==> config.mk <==
export PLATFORM = sky130hd
export DESIGN_NAME = inner_product_ctrl
export DESIGN_NICKNAME = d
export VERILOG_FILES = /design/src/rtl/inner_product_ctrl_pkg.sv /design/src/rtl/inner_product_ctrl_loop_counter.sv /design/src/rtl/inner_product_ctrl.sv
export SDC_FILE = /design/constraint.sdc
export NUM_CORES = 1
export LEC_CHECK = 0
export CAP_MARGIN = 30
export CORE_MARGIN = 3
export CORE_UTILIZATION = 45
export CTS_CLUSTER_DIAMETER = 40
export DETAILED_ROUTE_END_ITERATION = 10
export PLACE_DENSITY = 0.67
export SETUP_SLACK_MARGIN = 0.05
export SYNTH_ARGS = -nofsm -noshare
export SYNTH_HDL_FRONTEND = slang
export SYNTH_SLANG_ARGS = --single-unit
==> constraint.sdc <==
create_clock -name clk -period 19.9 [get_ports clk]
set_input_delay 1.99 -clock clk [delete_from_list [all_inputs] [get_ports clk]]
set_output_delay 1.99 -clock clk [all_outputs]
set_load 0.005 [all_outputs]
==> src/rtl/inner_product_ctrl_pkg.sv <==
// Types and helpers shared by the inner-product controller and its loop counter.
package inner_product_ctrl_pkg;

    typedef enum logic [2:0] {
        ST_IDLE  = 3'd0,
        ST_READ  = 3'd1,
        ST_DRAIN = 3'd2,
        ST_WRITE = 3'd3,
        ST_FIN   = 3'd4
    } ip_state_e;

    // PE_LATENCY is bounded to 1..15, so four bits always hold the drain count.
    localparam int DRAIN_W = 4;

    function automatic int ceil_a_by_b(input int a, input int b);
        return (a + b - 1) / b;
    endfunction

endpackage

==> src/rtl/inner_product_ctrl_loop_counter.sv <==
// Wrapping loop index: advances on i_en, wraps to 0 after i_max, i_clr restarts it.
// Zero latency on o_last; holds its value whenever i_en is low (stall).
module ip_loop_counter #(
    parameter int WIDTH = 16
) (
    input  logic             clk,
    input  logic             reset,
    input  logic             i_clr,
    input  logic             i_en,
    input  logic [WIDTH-1:0] i_max,
    output logic [WIDTH-1:0] o_cnt,
    output logic             o_last
);

    logic [WIDTH-1:0] r_cnt;

    always_ff @(posedge clk or posedge reset) begin
        if (reset) begin
            r_cnt <= '0;
        end else if (i_clr) begin
            r_cnt <= '0;
        end else if (i_en) begin
            r_cnt <= (r_cnt == i_max) ? '0 : r_cnt + WIDTH'(1);
        end
    end

    assign o_cnt  = r_cnt;
    assign o_last = (r_cnt == i_max);

endmodule

==> src/rtl/inner_product_ctrl.sv <==
// Sequences reads, MAC enables, drain and result writes for one fully-connected layer.
// mac_en/wt_addr follow a read handshake by one cycle; pu_rd_ready low stalls all counters.
module inner_product_ctrl
    import inner_product_ctrl_pkg::*;
#(
    parameter int NUM_PE     = 1,
    parameter int CNT_WIDTH  = 16,
    parameter int ADDR_WIDTH = 32,
    parameter int PE_LATENCY = 3
) (
    input  logic                  clk,
    input  logic                  reset,
    input  logic                  start,
    input  logic [CNT_WIDTH-1:0]  cfg_num_in,
    input  logic [CNT_WIDTH-1:0]  cfg_num_out,
    input  logic                  pu_rd_ready,
    output logic                  pu_rd_req,
    output logic                  mac_en,
    output logic                  acc_clr,
    output logic [ADDR_WIDTH-1:0] wt_addr,
    output logic                  pu_wr_req,
    output logic                  busy,
    output logic                  done
);

    if (PE_LATENCY < 1 || PE_LATENCY > 15 || NUM_PE < 1) begin : g_bad_param
        $error("inner_product_ctrl: PE_LATENCY must be 1..15 and NUM_PE >= 1");
    end

    ip_state_e             r_state;
    logic [CNT_WIDTH-1:0]  r_num_in;
    logic [CNT_WIDTH-1:0]  r_num_out;
    logic [DRAIN_W-1:0]    r_drain;
    logic                  r_mac_en;
    logic                  r_acc_clr;
    logic [ADDR_WIDTH-1:0] r_wt_addr;

    logic                  w_cfg_zero;
    logic                  w_launch;
    logic                  w_xfer;
    logic                  w_write;
    logic                  w_in_last;
    logic                  w_out_last;
    logic [CNT_WIDTH-1:0]  w_in_idx;
    logic [CNT_WIDTH-1:0]  w_out_idx;
    logic [CNT_WIDTH-1:0]  w_in_max;
    logic [CNT_WIDTH-1:0]  w_out_max;
    logic [ADDR_WIDTH-1:0] w_addr_next;

    assign w_cfg_zero = (cfg_num_in == '0) || (cfg_num_out == '0);
    assign w_launch   = (r_state == ST_IDLE) && start && !w_cfg_zero;
    assign w_xfer     = (r_state == ST_READ) && pu_rd_ready;
    assign w_write    = (r_state == ST_WRITE);
    assign w_in_max   = r_num_in - CNT_WIDTH'(1);
    assign w_out_max  = r_num_out - CNT_WIDTH'(1);

    ip_loop_counter #(.WIDTH(CNT_WIDTH)) u_in_cnt (
        .clk    (clk),
        .reset  (reset),
        .i_clr  (w_launch),
        .i_en   (w_xfer),
        .i_max  (w_in_max),
        .o_cnt  (w_in_idx),
        .o_last (w_in_last)
    );

    ip_loop_counter #(.WIDTH(CNT_WIDTH)) u_out_cnt (
        .clk    (clk),
        .reset  (reset),
        .i_clr  (w_launch),
        .i_en   (w_write),
        .i_max  (w_out_max),
        .o_cnt  (w_out_idx),
        .o_last (w_out_last)
    );

    // Product is formed at full address width so large layers never alias.
    assign w_addr_next = ADDR_WIDTH'(w_out_idx) * ADDR_WIDTH'(r_num_in) + ADDR_WIDTH'(w_in_idx);

    always_ff @(posedge clk or posedge reset) begin
        if (reset) begin
            r_state   <= ST_IDLE;
            r_num_in  <= '0;
            r_num_out <= '0;
            r_drain   <= '0;
            r_mac_en  <= 1'b0;
            r_acc_clr <= 1'b0;
            r_wt_addr <= '0;
        end else begin
            r_mac_en  <= w_xfer;
            r_acc_clr <= w_xfer && (w_in_idx == '0);
            if (w_xfer) begin
                r_wt_addr <= w_addr_next;
            end

            case (r_state)
                ST_IDLE: begin
                    if (start) begin
                        if (w_cfg_zero) begin
                            r_state <= ST_FIN;
                        end else begin
                            r_num_in  <= cfg_num_in;
                            r_num_out <= cfg_num_out;
                            r_state   <= ST_READ;
                        end
                    end
                end
                ST_READ: begin
                    if (w_xfer && w_in_last) begin
                        r_drain <= DRAIN_W'(PE_LATENCY);
                        r_state <= ST_DRAIN;
                    end
                end
                // Counter starts at PE_LATENCY on the cycle of the last mac_en.
                ST_DRAIN: begin
                    if (r_drain == '0) begin
                        r_state <= ST_WRITE;
                    end else begin
                        r_drain <= r_drain - DRAIN_W'(1);
                    end
                end
                ST_WRITE: begin
                    r_state <= w_out_last ? ST_FIN : ST_READ;
                end
                ST_FIN: begin
                    r_state <= ST_IDLE;
                end
                default: begin
                    r_state <= ST_IDLE;
                end
            endcase
        end
    end

    assign pu_rd_req = (r_state == ST_READ);
    assign pu_wr_req = (r_state == ST_WRITE);
    assign busy      = (r_state == ST_READ) || (r_state == ST_DRAIN) || (r_state == ST_WRITE);
    assign done      = (r_state == ST_FIN);
    assign mac_en    = r_mac_en;
    assign acc_clr   = r_acc_clr;
    assign wt_addr   = r_wt_addr;

endmodule

==> results of run 1 <==
## cells by family (layout without fill, tap and decap cells)
family | Yosys count | count (layout) | synth area share
and+or+nand+nor | 590 | 590 | 0.1959
buffers and inverters | 395 | 404 | 0.1000
adders and majority gates | 323 | 323 | 0.3734
AOI/OAI and AO/OA | 216 | 216 | 0.09663
DFF | 105 | 105 | 0.1746
xor gates and xnor gates | 58 | 58 | 0.03467
muxes | 34 | 34 | 0.02478
## layer usage
layer  part of all wire  global-route usage  routed length (µm)  vias up
met5                  0                   0                   0        -
met4              0.026             0.07362                 975        0
met1               0.42              0.2851               15920     5995
met3              0.054             0.02814                2027       58
li1                   -                   -                   -     5511
met2               0.50              0.3724               18900      354
## flip-flops by register name, summed over array words and instances (netlist names)
register and count:
acc_clr 1, mac_en 1, r_drain 4, r_num_in 16, r_num_out 16, r_state 3
u_in_cnt.o_cnt 16, u_out_cnt.o_cnt 16, wt_addr 32
## power groups by stage
stage | logic [µW] | clock network, µW | registers [µW]
6_report | 647 | 178 | 439
5_1_grt | 729 | 190 | 456
4_1_cts | 647 | 182 | 442
3_5_place_dp | 642 | 0 | 446
3_3_place_gp | 628 | 0 | 439
2_1_floorplan | 521 | 0 | 329
## layout make-up
cell class                      count  area, µm²
Tap cell                          442      553.0
Fill cell                        3133      16430
Clock inverter                      4      27.53
Inverter                          301       1132
Multi-Input combinational cell   1221      10920
Clock buffer                       12      246.5
Timing Repair Buffer               87      847.1
Sequential cell                   105       2628
## worst max-delay path, stage by stage (launching register included)
cell       delay (ns)
dfrtp_1          0.89
nand2_1          0.18
fa_1             0.54
fa_1             0.59
inv_1            0.07
fa_1             0.50
inv_1            0.05
fa_1             0.54
inv_1            0.05
fa_1             0.47
inv_1            0.04
fa_1             0.47
inv_1            0.04
ha_1             0.35
nand3_1          0.17
a2111oi_0        0.91
o21ai_0          0.39
nand4_1          0.21
a311o_1          0.31
a211oi_1         0.11
o41ai_1          0.31
## per-stage QoR
step,std cells,area (µm²)
2_1_floorplan,1721,15050
3_3_place_gp,2154,16060
3_5_place_dp,2155,16070
4_1_cts,2171,16340
5_1_grt,2172,16360
6_report,2172,16360
## layout by cell type (no fill, tap or decap), types with 34 or more instances in the layout
| master | count |
|---|---|
| nand3_1 | 34 |
| inv_1 | 300 |
| fa_1 | 210 |
| a21oi_1 | 35 |
| nor2_1 | 39 |
| and2_1 | 120 |
| dfrtp_1 | 105 |
| xnor2_1 | 35 |
| clkdlybuf4s50_1 | 73 |
| nand2_1 | 249 |
| o21ai_0 | 60 |
| ha_1 | 113 |
## worst paths after layout
path / start / end / slack, ns / cells past startpoint
worst min register to register: wt_addr[19] / wt_addr[19] / 0.48 / 2
worst min-delay path: wt_addr[19] / wt_addr[19] / 0.48 / 2
worst max-delay path: u_out_cnt.o_cnt[10] / wt_addr[31] / 12.63 / 20
max in group asynchronous: reset / wt_addr[20] / 16.65 / 3
min in group asynchronous: reset / r_num_out[5] / 2.15 / 2
worst max register to register: u_out_cnt.o_cnt[10] / wt_addr[31] / 12.63 / 20
==> impl_metrics.ini, run 1 <==
[status]
status = completed

[yosys]
syn_avg_cell_area_um2 = 8.743
async_reset_ff_frac = 1.000
synth.distinct_cells = 70
seq_area_frac_synth = 0.1746
synth-warning-count = 0
yosysMostFrequentCell = inv_1
synth_common_cells = 301 x inv_1, 250 x nand2_1, 210 x fa_1
ys_ff_latch = 105
syn_nets = 2080
synth_cells = 1721
synth_top_cell_by_area = fa_1
syn_area_mm2 = 0.01505
synthDominantCellAreaShare = 0.2794
synth_area_leaders = fa_1 28%, dfrtp_1 17%, ha_1 9.4%
synth-edff-count = 0
synth_flop_cell = dfrtp_1

[clock_tree]
postCtsSetupBuffers = 0
cts.sinks = 105
cts_hold_buf = 0
clk_pin_slew_ns = 0.08
cts-buffers-inserted = 9
h-tree-depth = 3
clock_path_buffers = 2
insertion_delay_ns = 0.38
cts_tree = built
cts_root_buffer = clkbuf_16
cts_resized = 0

[finish]
area_delta_synth_final_pct = 8.698
diodes = 0
finalNetCount = 2084
final_util = 0.4989
drive_gt1_frac = 0.04104

[timing]
maxSlewViolCount = 0
period_minus_slack_ns = 7.274
timing.hold.ws_ns = 0.4755
final.setup.worst_slack_ns = 12.63
fin_skew_ns = 0.01017
tightestPinTransition_ns = 0.9961
hold_viol = 0
rsz0062_at_grt = false
finalCritPeriodShare = 0.3655
setup-tns-final_ns = 0
finalSetupViolations = 0
worst_slew_margin_rel = 0.3188
clock.fmax_mhz = 137.5

[placed_design]
post-place-ws_ns = 12.70
gp_congestion = 0.9014
io_buffers = 73
hpwl_um = 29310

[critical_path]
start_kind = flop
crit_arrival_ns = 7.55
crit_required_ns = 20.17
cp-end-kind = flop
worstSetupPathType = flop to flop
worstPathMaxFanout = 23

[pwr]
switching_share = 0.4781
p_leak_uw = 0.007940
power.share.sequential = 0.347
power_frac_clock = 0.141
p_switching_uw = 604.3
p_total_uw = 1264
combPwrFrac = 0.512
ir_drop_v = 0.00005745
internal-power_uw = 659.7
powerDensity_mw_per_mm2 = 77.28

[route]
drtIter0Drc = 621
vias = 11920
drt-total-wl_um = 37820
viasPerCell = 5.487
firstDrtPassIters = 5
drtAntennaViolNets = 0
drc_errors = 0
routedWlPerCell_um = 17.41

[die]
core_area_mm2 = 0.03278
die_h_um = 188.9
rows = 66
start_util = 0.4590
die_area_mm2 = 0.03567
io_pins = 74
chipWidth_um = 188.9

[global_route]
grt_max_degree = 68
grt_pass1_vias = 12370
grtUsageTotal = 0.2170
grt_first_pass_wirelength_um = 62460
overflow = 0
antenna_found_initial = 0

[job]
cap_violations = 0

[worst_hold_path]
holdCritPathClass = flop to flop
(Power assumes the default switching activity.)
==> run 2: changes to the inputs <==
- PLACE_DENSITY: 0.67 -> 0.7
- clock period: 19.9 -> 6.1 ns (I/O delays scaled with it)
==> run 2 against run 1 <==
Hold slack gained 0.013 ns; sequential cell count unchanged; combinational power grew to 4.4 times the previous value; utilization grew 4.3 points; die area is the same; critical path depth grew 2; register-to-register slack got worse by 13 ns; critical path type unchanged.
==> impl_metrics.ini, run 2 (synthesis results as in run 1) <==
[pwr]
powerDensity_mw_per_mm2 = 264.3
p_leak_uw = 0.008575
p_total_uw = 4699
ir_drop_v = 0.0002626

[global_route]
grt_first_pass_wirelength_um = 64890
grt_max_degree = 63
grt_pass1_vias = 12840
grtUsageTotal = 0.2253
overflow = 0
antenna_found_initial = 0

[timing]
maxSlewViolCount = 0
worst_slew_margin_rel = 0.3189
finalSetupViolations = 0
period_minus_slack_ns = 6.059
tightestPinTransition_ns = 1.018
timing.hold.ws_ns = 0.4887
fin_skew_ns = 0.01785
rsz0062_at_grt = true
finalCritPeriodShare = 0.9932
hold_viol = 0
clock.fmax_mhz = 165.1

[job]
cap_violations = 0

[critical_path]
crit_required_ns = 6.37
rr_endpoint = wt_addr[27]
cp_cell_sequence = buf_4, buf_4, nand2_1, fa_1, fa_1, inv_1, fa_1, fa_1, fa_1, inv_1, fa_1, inv_1, ha_4, and3_4, and3_4, and3_4, a2bb2oi_2, nand4_1, a311o_1, buf_4, and3_1, a211o_1
slowest_stage = fa_1
worst_path_most_repeated_cell = fa_1
rrSetupSlack_ns = 0.04
path_buf_inv = 6
slowest_delay_ns = 0.55
start_kind = flop
worstSetupPathType = flop to flop
rr_worst_depth = 22
cp-end-kind = flop
r2r-start = u_out_cnt.o_cnt[9]
worstPathMaxFanout = 8
crit_arrival_ns = 6.33
path_delay_family = adder cells

[placed_design]
io_buffers = 73
hpwl_um = 31570
post-place-cells = 2248
gp_congestion = 0.9404

[finish]
seqCellArea_mm2 = 0.002649
diodes = 0
final_common_cell = inv_1
drive_gt1_frac = 0.1487
finalNetCount = 2203
multi_input_area_mm2 = 0.01127
largest_register_ffs = 32
final_cells = 2291
layout_common_cells = 290 x inv_1, 244 x nand2_1, 203 x fa_1, 112 x and2_1, 110 x buf_4
area_delta_synth_final_pct = 18.14
n_fill_cell = 2967
final_util = 0.5422

[clock_tree]
cts_tree = built
cts.sinks = 105
insertion_delay_ns = 0.39
clk_pin_slew_ns = 0.09
cts-buffers-inserted = 9
cts_root_buffer = clkbuf_16
h-tree-depth = 3
clock_path_buffers = 2

[die]
die_h_um = 188.9
rows = 66
chipWidth_um = 188.9
die_area_mm2 = 0.03567
io_pins = 74
start_util = 0.4590
core_area_mm2 = 0.03278

[route]
viasPerCell = 5.404
drt-total-wl_um = 39290
drtAntennaViolNets = 0
vias = 12380
drc_errors = 0
drtIter0Drc = 695
routedWlPerCell_um = 17.15
firstDrtPassIters = 5

[worst_hold_path]
holdPathEnd = wt_addr[4]
holdPathStages = 2
holdCritPathClass = flop to flop
hp-start = wt_addr[4]

[status]
status = completed
run 2: stage by stage:
stage          setup TNS [ns]  setup slack [ns]  instance area, µm²
2_1_floorplan               0           0.05174               15250
3_3_place_gp                0           0.07168               16870
3_5_place_dp          -0.1972          -0.09558               16870
4_1_cts                     0           0.01912               17380
5_1_grt               -0.9028           -0.1360               17780
6_report                    0           0.04148               17780
run 2: worst max-delay path by stage:
stage | startpoint | end | cells past startpoint
floorplan | u_out_cnt.o_cnt[4] | wt_addr[30] | 21
global placement | u_out_cnt.o_cnt[7] | wt_addr[30] | 22
detailed placement | u_out_cnt.o_cnt[7] | wt_addr[31] | 23
CTS | u_out_cnt.o_cnt[7] | wt_addr[27] | 20
global route | u_out_cnt.o_cnt[6] | wt_addr[28] | 25
finish | u_out_cnt.o_cnt[9] | wt_addr[27] | 22
run 2: tightest hold or removal path, cell delays in order (launching register included):
cell,delay [ns]
dfrtp_1,0.34
nand2_1,0.04
o21ai_0,0.06
run 2: final cells by class:
| type | count | area share |
|---|---|---|
| Timing Repair Buffer | 206 | 0.1046 |
| Multi-Input combinational cell | 1221 | 0.6342 |
| Clock buffer | 10 | 0.01288 |
| Inverter | 301 | 0.06370 |
| Sequential cell | 105 | 0.1490 |
| Tap cell | 442 | 0.03111 |
| Clock inverter | 6 | 0.004575 |
run 2: routing by layer:
metal / part of all wire / GRT usage
met5: 0 / 0
met4: 0.023 / 0.06216
met3: 0.060 / 0.04333
met2: 0.49 / 0.3793
met1: 0.43 / 0.2992
run 2: timing repair:
item / CTS / global route
setup buffers: 14 / 13
pin swaps: 17 / 35
resized for setup: 25 / 82
endpoints found under the setup margin: 11 / 14
endpoints found under the hold margin: 0 / 0
hold buffers: 0 / 0
run 2: where the power goes:
group          switching [µW]  internal (µW)  leakage, µW
Clock                     309            328     0.000151
Sequential                306            912      0.00134
Combinational            1510           1330      0.00709
Total                    2130           2570      0.00858
